===== src/rtl/scan_decoder_if.sv =====
// Bus bundle for scan_decoder: control strobes and index inputs, and the registered decode results.
interface scan_decoder_if #(
   parameter int unsigned SEL_W = 3
);
   localparam int unsigned OUT_W = 2**SEL_W;

   logic             enable;
   logic             mode;
   logic             load;
   logic [SEL_W-1:0] binary_in;
   logic             tick;
   logic [SEL_W-1:0] scan_last;
   logic [OUT_W-1:0] decoder_out;
   logic [SEL_W-1:0] index_out;
   logic             wrap;

   modport master (
      output enable, mode, load, binary_in, tick, scan_last,
      input  decoder_out, index_out, wrap
   );

   modport slave (
      input  enable, mode, load, binary_in, tick, scan_last,
      output decoder_out, index_out, wrap
   );
endinterface


===== src/rtl/scan_decoder.sv =====
// Registered binary-to-one-hot decoder with a round-robin scan sequencer.
// DIRECT decodes a loaded index; SCAN advances the index on each tick strobe.
module scan_decoder #(
   parameter int unsigned SEL_W      = 3,
   parameter bit          ACTIVE_LOW = 1'b0
) (
   input  logic           clk,
   input  logic           rst,
   scan_decoder_if.slave  bus
);
   localparam int unsigned      OUT_W    = 2**SEL_W;
   localparam logic [OUT_W-1:0] INACTIVE = {OUT_W{ACTIVE_LOW}};

   typedef enum logic [1:0] {OFF, DIRECT, SCAN} state_e;

   state_e           state_q, state_d;
   logic [SEL_W-1:0] index_q, index_d;
   logic [OUT_W-1:0] decoder_out_q, decoder_out_d;
   logic             wrap_q, wrap_d;
   logic [OUT_W-1:0] one_hot;

   // State and output registers
   always_ff @(posedge clk or posedge rst) begin
      if (rst) begin
         state_q       <= OFF;
         index_q       <= '0;
         decoder_out_q <= INACTIVE;
         wrap_q        <= 1'b0;
      end else begin
         state_q       <= state_d;
         index_q       <= index_d;
         decoder_out_q <= decoder_out_d;
         wrap_q        <= wrap_d;
      end
   end

   // Next state, next index and decode; actions follow the state being entered this edge
   always_comb begin
      state_d       = state_q;
      index_d       = index_q;
      wrap_d        = 1'b0;
      decoder_out_d = decoder_out_q;
      one_hot       = '0;

      if (!bus.enable)    state_d = OFF;
      else if (!bus.mode) state_d = DIRECT;
      else                state_d = SCAN;

      case (state_d)
         DIRECT: begin
            if (bus.load) index_d = bus.binary_in;
         end
         SCAN: begin
            if (bus.load) begin
               index_d = bus.binary_in;
            end else if (bus.tick) begin
               // >= so a scan_last lowered below the index wraps instead of running on
               if (index_q >= bus.scan_last) begin
                  index_d = '0;
                  wrap_d  = 1'b1;
               end else begin
                  index_d = index_q + SEL_W'(1);
               end
            end
         end
         default: ;
      endcase

      one_hot = OUT_W'(1) << index_d;

      // Decode only changes when state or index does, so hold otherwise
      if ((state_d != state_q) || (index_d != index_q)) begin
         decoder_out_d = (state_d == OFF) ? INACTIVE : (one_hot ^ INACTIVE);
      end
   end

   assign bus.decoder_out = decoder_out_q;
   assign bus.index_out   = index_q;
   assign bus.wrap        = wrap_q;
endmodule


===== src/flat_wrapper.sv =====
// flat-port wrapper written by rule: the top's interface ports become plain ports
module scan_decoder_flat 
#(
   parameter int unsigned SEL_W      = 3,
   parameter bit          ACTIVE_LOW = 1'b0
)
  (clk, rst, bus_enable, bus_mode, bus_load, bus_binary_in, bus_tick, bus_scan_last, bus_decoder_out, bus_index_out, bus_wrap);
  scan_decoder_if #(.SEL_W(SEL_W)) bus_i ();
  input  logic clk;
  input  logic rst;
  input wire logic [$bits(bus_i.enable)-1:0] bus_enable;
  input wire logic [$bits(bus_i.mode)-1:0] bus_mode;
  input wire logic [$bits(bus_i.load)-1:0] bus_load;
  input wire logic [$bits(bus_i.binary_in)-1:0] bus_binary_in;
  input wire logic [$bits(bus_i.tick)-1:0] bus_tick;
  input wire logic [$bits(bus_i.scan_last)-1:0] bus_scan_last;
  output wire logic [$bits(bus_i.decoder_out)-1:0] bus_decoder_out;
  output wire logic [$bits(bus_i.index_out)-1:0] bus_index_out;
  output wire logic [$bits(bus_i.wrap)-1:0] bus_wrap;
  assign bus_i.enable = bus_enable;
  assign bus_i.mode = bus_mode;
  assign bus_i.load = bus_load;
  assign bus_i.binary_in = bus_binary_in;
  assign bus_i.tick = bus_tick;
  assign bus_i.scan_last = bus_scan_last;
  assign bus_decoder_out = bus_i.decoder_out;
  assign bus_index_out = bus_i.index_out;
  assign bus_wrap = bus_i.wrap;
  scan_decoder #(.SEL_W(SEL_W), .ACTIVE_LOW(ACTIVE_LOW)) u_core (.clk(clk), .rst(rst), .bus(bus_i));
endmodule

===== config.mk =====
export PLATFORM = sky130hd
export DESIGN_NAME = scan_decoder_flat
export DESIGN_NICKNAME = d
export VERILOG_FILES = /design/src/rtl/scan_decoder_if.sv /design/src/rtl/scan_decoder.sv /design/src/flat_wrapper.sv
export SDC_FILE = /design/constraint.sdc
export NUM_CORES = 1
export LEC_CHECK = 0
export CAP_MARGIN = 10
export CORE_ASPECT_RATIO = 1.2
export CORE_MARGIN = 5
export CORE_UTILIZATION = 50
export DETAILED_ROUTE_END_ITERATION = 6
export PLACE_DENSITY = 0.81
export SETUP_SLACK_MARGIN = 0.5
export SYNTH_ARGS = -nofsm -noshare
export SYNTH_HDL_FRONTEND = slang
export SYNTH_SLANG_ARGS = --single-unit

===== constraint.sdc =====
create_clock -name clk -period 6.35 [get_ports clk]
set_input_delay 0.635 -clock clk [delete_from_list [all_inputs] [get_ports clk]]
set_output_delay 0.635 -clock clk [all_outputs]
set_load 0.005 [all_outputs]

==> results of run 1 <==
metrics by stage:
step	std cells	setup slack (ps)	total power, mW	cell area, sq um	util
2_1_floorplan	99	3870	0.174	965	-
3_3_place_gp	136	3170	0.207	1180	0.640
3_5_place_dp	136	3070	0.210	1180	0.640
4_1_cts	140	3370	0.276	1220	0.660
5_1_grt	140	3250	0.292	1220	0.660
6_report	140	3370	0.274	1220	0.660
critical path: cells and delay by family:
kind / cells / cell delay [ps]
AND/OR/NAND/NOR: 1 / 660
AO/OA/AOI/OAI: 3 / 590
buffers and inverters: 2 / 500
multiplexers: 1 / 390
adder cells (fa/ha/maj): 1 / 280
XOR/XNOR: 1 / 90
worst min-delay path by stage:
stage / to / slack [ps] / depth (start not counted)
3_3_place_gp: u_core.bus.decoder_out[0] / 490 / 1
3_5_place_dp: u_core.bus.decoder_out[6] / 500 / 1
5_1_grt: u_core.bus.decoder_out[2] / 540 / 1
4_1_cts: u_core.bus.decoder_out[0] / 520 / 1
2_1_floorplan: u_core.bus.decoder_out[0] / 510 / 1
6_report: u_core.bus.decoder_out[0] / 520 / 1
cell families after synthesis:
group                    count (synthesis)  synth area share
AO/OA/AOI/OAI                           20             0.157
XOR/XNOR                                 2            0.0182
adder cells (fa/ha/maj)                  4            0.0519
buffers and inverters                    9            0.0506
flip-flops                              14             0.363
multiplexers                             9             0.135
AND/OR/NAND/NOR                         41             0.224
cells in the final DEF (no fill, tap or decap), drive strengths merged, types with 2 or more instances in the layout:
master	Yosys	routed
mux2	8	8
dfrtp	14	14
and2	2	2
inv	4	4
a21oi	4	4
nand3	2	2
nand2b	4	4
nor3	6	6
nor2	7	7
nand2	9	9
o21ai	4	4
ha	4	4
clkdlybuf4s50	0	23
nor2b	4	4
clkbuf	0	4
xor2	2	2
power by group through the flow:
stage | sequential, mW | combinational [mW] | clock [mW]
after global routing | 0.113 | 0.109 | 0.0706
after detailed placement | 0.112 | 0.0983 | 0
after floorplan | 0.108 | 0.0653 | 0
after CTS | 0.110 | 0.0998 | 0.0663
final | 0.111 | 0.0991 | 0.0640
after global placement | 0.111 | 0.0955 | 0
state kept, by name, indices dropped and copies added (netlist names):
| signal | count |
|---|---|
| u_core.bus.decoder_out | 8 |
| u_core.bus.index_out | 3 |
| u_core.state_q | 2 |
| u_core.bus.wrap | 1 |
metal layers:
layer	track usage	wire, microns	share of wire
met5	0	0	0
met4	0.0674	54	0.025
met1	0.219	964	0.44
met3	0.0360	94	0.043
met2	0.250	1080	0.49
final cells by class:
type / instances / area (sq um)
clock buffers: 4 / 36.3
well taps: 19 / 23.8
repair buffers: 23 / 230
flip-flops and latches: 14 / 350
fillers: 158 / 629
inverters: 4 / 15.0
multi-input cells: 76 / 566
==> results.sh, run 1 <==
export IMPL_outcome="complete, no violations"
export IMPL_cts_num_sinks=14
export IMPL_synth_avg_cell_area_sq_um=9.74
export IMPL_r2r_end="u_core.bus.decoder_out[4]"
export IMPL_cell_area_synth_sq_um=965
export IMPL_route_antenna_remaining_nets=0
export IMPL_synth_top_cell_by_area="sky130_fd_sc_hd__dfrtp_1"
export IMPL_clock_skew_final_ps=3.12
export IMPL_worst_path_max_delay_cell="sky130_fd_sc_hd__or4_1"
export IMPL_route_vias_total=820
export IMPL_design_portCount=24
export IMPL_core_area_sq_mm=0.00185
export IMPL_synth_top_cell_area_share=0.363
export IMPL_initial_drt_markers=22
export IMPL_reg2regPathDepth=8
export IMPL_fp_dieH_microns=58.1
export IMPL_avgRoutedWirePerCell_microns=15.7
export IMPL_clk_insertion_delay_late_ps=280
export IMPL_worst_slew_pin_transition_ps=825
export IMPL_hp_start="u_core.bus.decoder_out[0]"
export IMPL_tritoncts_num_buffers=3
export IMPL_critical_path_startpoint_type="input pin"
export IMPL_powerDensity_mw_per_mm2=224
export IMPL_detail_route_first_pass_iterations=5
export IMPL_share_clk_of_total_power=0.234
export IMPL_synth_edf_count=0
export IMPL_slew_limit_headroom=0.443
export IMPL_ys_seq_elements=14
export IMPL_netSwitchingPower_mw=0.0878
export IMPL_leakage_nw=0.557
export IMPL_layout_worst_path_cycle_share=0.469
export IMPL_routed_wirelength_mm=2.19
export IMPL_nets=138
export IMPL_setup_total_negative_slack_ps=0
export IMPL_sequential_power_share=0.405
export IMPL_postSynthCellCount=99
export IMPL_comb_power_frac=0.362
export IMPL_timing_final_setup_violations=0
export IMPL_min_period_ps=2980
export IMPL_vdd_drop_max_mv=0.132
export IMPL_criticalPathCategory="in -> reg"
export IMPL_worst_path_largest_cell_delay_ps=660
export IMPL_clock_tree_buffer_depth=2
export IMPL_cp_data_arrival_time_ps=3150
export IMPL_timing_hold_violations_final=0
export IMPL_cts_clk_slew_worst_paths_ps=90
export IMPL_synth_top_cells_by_area="sky130_fd_sc_hd__dfrtp_1 (36%), sky130_fd_sc_hd__mux2_4 (12%), sky130_fd_sc_hd__ha_1 (5.2%)"
export IMPL_layout_drive_gt1_share=0.140
export IMPL_initial_antenna_violation_count=0
export IMPL_grtUsageTotal=0.163
export IMPL_start_util=0.521
export IMPL_yosysSeqAreaShare=0.363
export IMPL_ys_dominant_reg_cell="sky130_fd_sc_hd__dfrtp_1"
export IMPL_vias_in_the_first_global_route=798
export IMPL_timing_critical_path_required_ps=6520
export IMPL_place_hpwl_mm=1.59
export IMPL_worst_setup_path_endpoint="u_core.bus.decoder_out[4]"
export IMPL_tritoncts="built"
export IMPL_postCtsHoldBufs=0
export IMPL_maxCapViolCount=0
export IMPL_fp_dieArea_sq_mm=0.00291
export IMPL_gpl_final_weighted_congestion=0.813
export IMPL_die_x_microns=50.1
export IMPL_core_rowCount=17
export IMPL_yosysUniqueCellTypes=41
export IMPL_synth_yosys_warnings=0
export IMPL_viasPerCell=5.86
export IMPL_synth_top_cells_by_count="sky130_fd_sc_hd__dfrtp_1 (14), sky130_fd_sc_hd__nand2_1 (9), sky130_fd_sc_hd__mux2_4 (8), sky130_fd_sc_hd__nor2_1 (7), sky130_fd_sc_hd__nor3_1 (6)"
export IMPL_worst_setup_path_startpoint="bus_scan_last[2]"
export IMPL_postCtsSetupBuffers=0
export IMPL_buffer_ports_inserted=23
export IMPL_drcViolationCount=0
export IMPL_final_hold_worst_slack_ps=518
export IMPL_cellInternalPower_mw=0.186
export IMPL_setup_worst_path_end_class="register"
export IMPL_maxSlewViolCount=0
export IMPL_synth_async_reset_ratio=1.00
export IMPL_worstPathCellList="clkdlybuf4s50_1 -> inv_1 -> ha_1 -> a21oi_1 -> o21ai_1 -> o21ai_2 -> xor2_1 -> or4_1 -> mux2_4"
export IMPL_htree_num_levels=1
export IMPL_timing_rr_start="u_core.bus.index_out[0]"
export IMPL_grt_start_max_net_pins=16
export IMPL_grt_pass1_wl_mm=3.80
export IMPL_globalRoute_totalOverflow=0
export IMPL_post_cts_resized_instances=0
export IMPL_rsz0062_at_grt="false"
export IMPL_n_antenna_cell=0
export IMPL_area_growth_pct=26.6
export IMPL_dominant_cell_by_count_in_the_synthesized_netlist="sky130_fd_sc_hd__dfrtp_1"
export IMPL_syn_num_nets=115
export IMPL_min_path_type="reg -> reg"
export IMPL_timing_reg2reg_setup_slack_ps=3600
export IMPL_root_buffer="sky130_fd_sc_hd__clkbuf_4"
export IMPL_power_share_switching=0.321
export IMPL_highest_attainable_clock_frequency_ghz=0.336
export IMPL_critical_path_max_fanout=8
(Power assumes the default switching activity.)
==> run 2: changes to the inputs <==
--- a/config.mk
+++ b/config.mk
@@ -8,9 +8,9 @@
 export CAP_MARGIN = 10
 export CORE_ASPECT_RATIO = 1.2
 export CORE_MARGIN = 5
-export CORE_UTILIZATION = 50
+export CORE_UTILIZATION = 43
 export DETAILED_ROUTE_END_ITERATION = 6
-export PLACE_DENSITY = 0.81
+export PLACE_DENSITY = 0.74
 export SETUP_SLACK_MARGIN = 0.5
 export SYNTH_ARGS = -nofsm -noshare
 export SYNTH_HDL_FRONTEND = slang
==> constraint.sdc (replaced) <==
create_clock -name clk -period 2.61 [get_ports clk]
set_input_delay 0.261 -clock clk [delete_from_list [all_inputs] [get_ports clk]]
set_output_delay 0.261 -clock clk [all_outputs]
set_load 0.005 [all_outputs]
==> run 2 against run 1 <==
Against the previous run: clock skew is 3.1 ps higher; count of clock-buffer cells in the layout stayed put; largest power group is now combinational logic; highest routed layer unchanged; cell area is 18% higher; core utilization is 2.7 points higher; flip-flop and latch count stayed put; critical endpoint is now u_core.bus.decoder_out[5].
==> results.sh, run 2 (synthesis results as in run 1) <==
export IMPL_worst_slew_pin_transition_ps=512
export IMPL_drcViolationCount=0
export IMPL_root_buffer="sky130_fd_sc_hd__clkbuf_4"
export IMPL_route_antenna_remaining_nets=0
export IMPL_gpl_final_weighted_congestion=0.923
export IMPL_slew_limit_headroom=0.658
export IMPL_outcome="complete, no violations"
export IMPL_initial_antenna_violation_count=0
export IMPL_clock_skew_final_ps=6.19
export IMPL_final_hold_worst_slack_ps=310
export IMPL_core_area_sq_mm=0.00209
export IMPL_route_vias_total=881
export IMPL_multiInputGateArea_sq_um=641
export IMPL_timing_hold_violations_final=0
export IMPL_grt_start_max_net_pins=15
export IMPL_avgRoutedWirePerCell_microns=14.0
export IMPL_n_fill_cell=161
export IMPL_worst_path_max_delay_cell="sky130_fd_sc_hd__dfrtp_1"
export IMPL_n_antenna_cell=0
export IMPL_layout_cells_most_common_list="sky130_fd_sc_hd__clkdlybuf4s50_1 (20), sky130_fd_sc_hd__buf_4 (13), sky130_fd_sc_hd__dfrtp_1 (13), sky130_fd_sc_hd__nand2_1 (8), sky130_fd_sc_hd__mux2_4 (8)"
export IMPL_critical_path_max_fanout=8
export IMPL_fp_dieArea_sq_mm=0.00329
export IMPL_die_x_microns=53.2
export IMPL_layout_drive_gt1_share=0.314
export IMPL_critical_path_startpoint_type="register"
export IMPL_vdd_drop_max_mv=0.490
export IMPL_min_period_ps=2190
export IMPL_globalRoute_totalOverflow=0
export IMPL_nets=154
export IMPL_min_path_type="in -> async"
export IMPL_detail_route_first_pass_iterations=4
export IMPL_routed_wirelength_mm=2.34
export IMPL_worstPathCellList="ha_4 -> a21oi_4 -> o21ai_4 -> o21ai_2 -> xor2_1 -> or4_1 -> buf_6 -> mux2_4"
export IMPL_commonest_non_fill_non_tap_cell_in_the_layout="sky130_fd_sc_hd__clkdlybuf4s50_1"
export IMPL_start_util=0.461
export IMPL_cts_num_sinks=14
export IMPL_maxCapViolCount=0
export IMPL_tritoncts_num_buffers=3
export IMPL_clk_insertion_delay_late_ps=270
export IMPL_cts_clk_slew_worst_paths_ps=80
export IMPL_maxSlewViolCount=0
export IMPL_tritoncts="built"
export IMPL_postCtsHoldBufs=0
export IMPL_layout_core_utilization=0.687
export IMPL_vias_in_the_first_global_route=874
export IMPL_final_design_area_no_fill_sq_mm=0.00144
export IMPL_powerDensity_mw_per_mm2=533
export IMPL_criticalPathCategory="reg -> reg"
export IMPL_buffer_ports_inserted=23
export IMPL_setup_worst_path_end_class="register"
export IMPL_critical_path_buffers_and_inverters=1
export IMPL_ff_latch_area_sq_um=352
export IMPL_worst_path_largest_cell_delay_ps=430
export IMPL_rsz0062_at_grt="true"
export IMPL_setup_total_negative_slack_ps=0
export IMPL_highest_attainable_clock_frequency_ghz=0.457
export IMPL_grtUsageTotal=0.162
export IMPL_viasPerCell=5.28
export IMPL_timing_critical_path_required_ps=2760
export IMPL_htree_num_levels=1
export IMPL_cp_data_arrival_time_ps=2340
export IMPL_core_rowCount=18
export IMPL_worst_path_dominant_cell_family="flip-flops"
export IMPL_layout_worst_path_cycle_share=0.839
export IMPL_design_portCount=24
export IMPL_grt_pass1_wl_mm=3.87
export IMPL_largest_reg_flops=8
export IMPL_initial_drt_markers=18
export IMPL_area_growth_pct=49.2
export IMPL_leakage_nw=0.651
export IMPL_fp_dieH_microns=61.9
export IMPL_placed_cell_area_sq_mm=0.00128
export IMPL_timing_final_setup_violations=0
export IMPL_clock_tree_buffer_depth=2
export IMPL_place_hpwl_mm=1.65
[run 2: changes by cell type in the layout (fill, tap and decap cells not counted), sizes merged]
cell           change
buf               +16
clkdlybuf4s50      -3
dlygate4sd2        +3
[run 2: worst paths after layout]
check / startpoint / end / slack, ps / cells past startpoint
setup / recovery: u_core.bus.index_out[2] / u_core.bus.decoder_out[5] / 420 / 8
hold / removal: rst / u_core.bus.decoder_out[0] / 310 / 2
setup reg to reg: u_core.bus.index_out[2] / u_core.bus.decoder_out[5] / 420 / 8
hold reg to reg: u_core.bus.decoder_out[0] / u_core.bus.decoder_out[0] / 520 / 1
max in group asynchronous: rst / u_core.bus.index_out[1] / 1930 / 2
min in group clk: bus_mode / u_core.state_q[0] / 440 / 2
[run 2: repair_timing]
item / in CTS / in global routing
setup endpoints to repair: 8 / 8
resized for setup: 14 / 5
pin swaps: 3 / 0
setup buffers: 5 / 0
[run 2: final cells by class]
cell class,instances,area share
Inverter,4,0.0104
Tap cell,30,0.0261
Sequential cell,14,0.244
Clock buffer,4,0.0252
Timing Repair Buffer,39,0.249
Multi-Input combinational cell,76,0.445
[run 2: where the power goes]
group	internal, mW	switching (mW)	leakage, nW
combinational	0.203	0.157	0.446
clock	0.0848	0.0622	0.0210
sequential	0.240	0.0197	0.184
total	0.528	0.239	0.651
[run 2: metrics by stage]
step / worst slack (ps) / power [mW] / std cells
floorplan: 353 / 0.423 / 99
global placement: 39.2 / 0.536 / 158
detailed placement: -9.46 / 0.543 / 158
CTS: 436 / 0.742 / 167
global route: 363 / 0.818 / 167
finish: 421 / 0.767 / 167
[run 2: routing by layer]
layer	wire, microns	GRT usage	share of wire	vias up
li1	-	-	-	429
met1	944	0.187	0.40	422
met2	1220	0.291	0.52	28
met3	169	0.0573	0.072	2
met4	8	0.0292	0.0034	0
met5	0	0	0	-
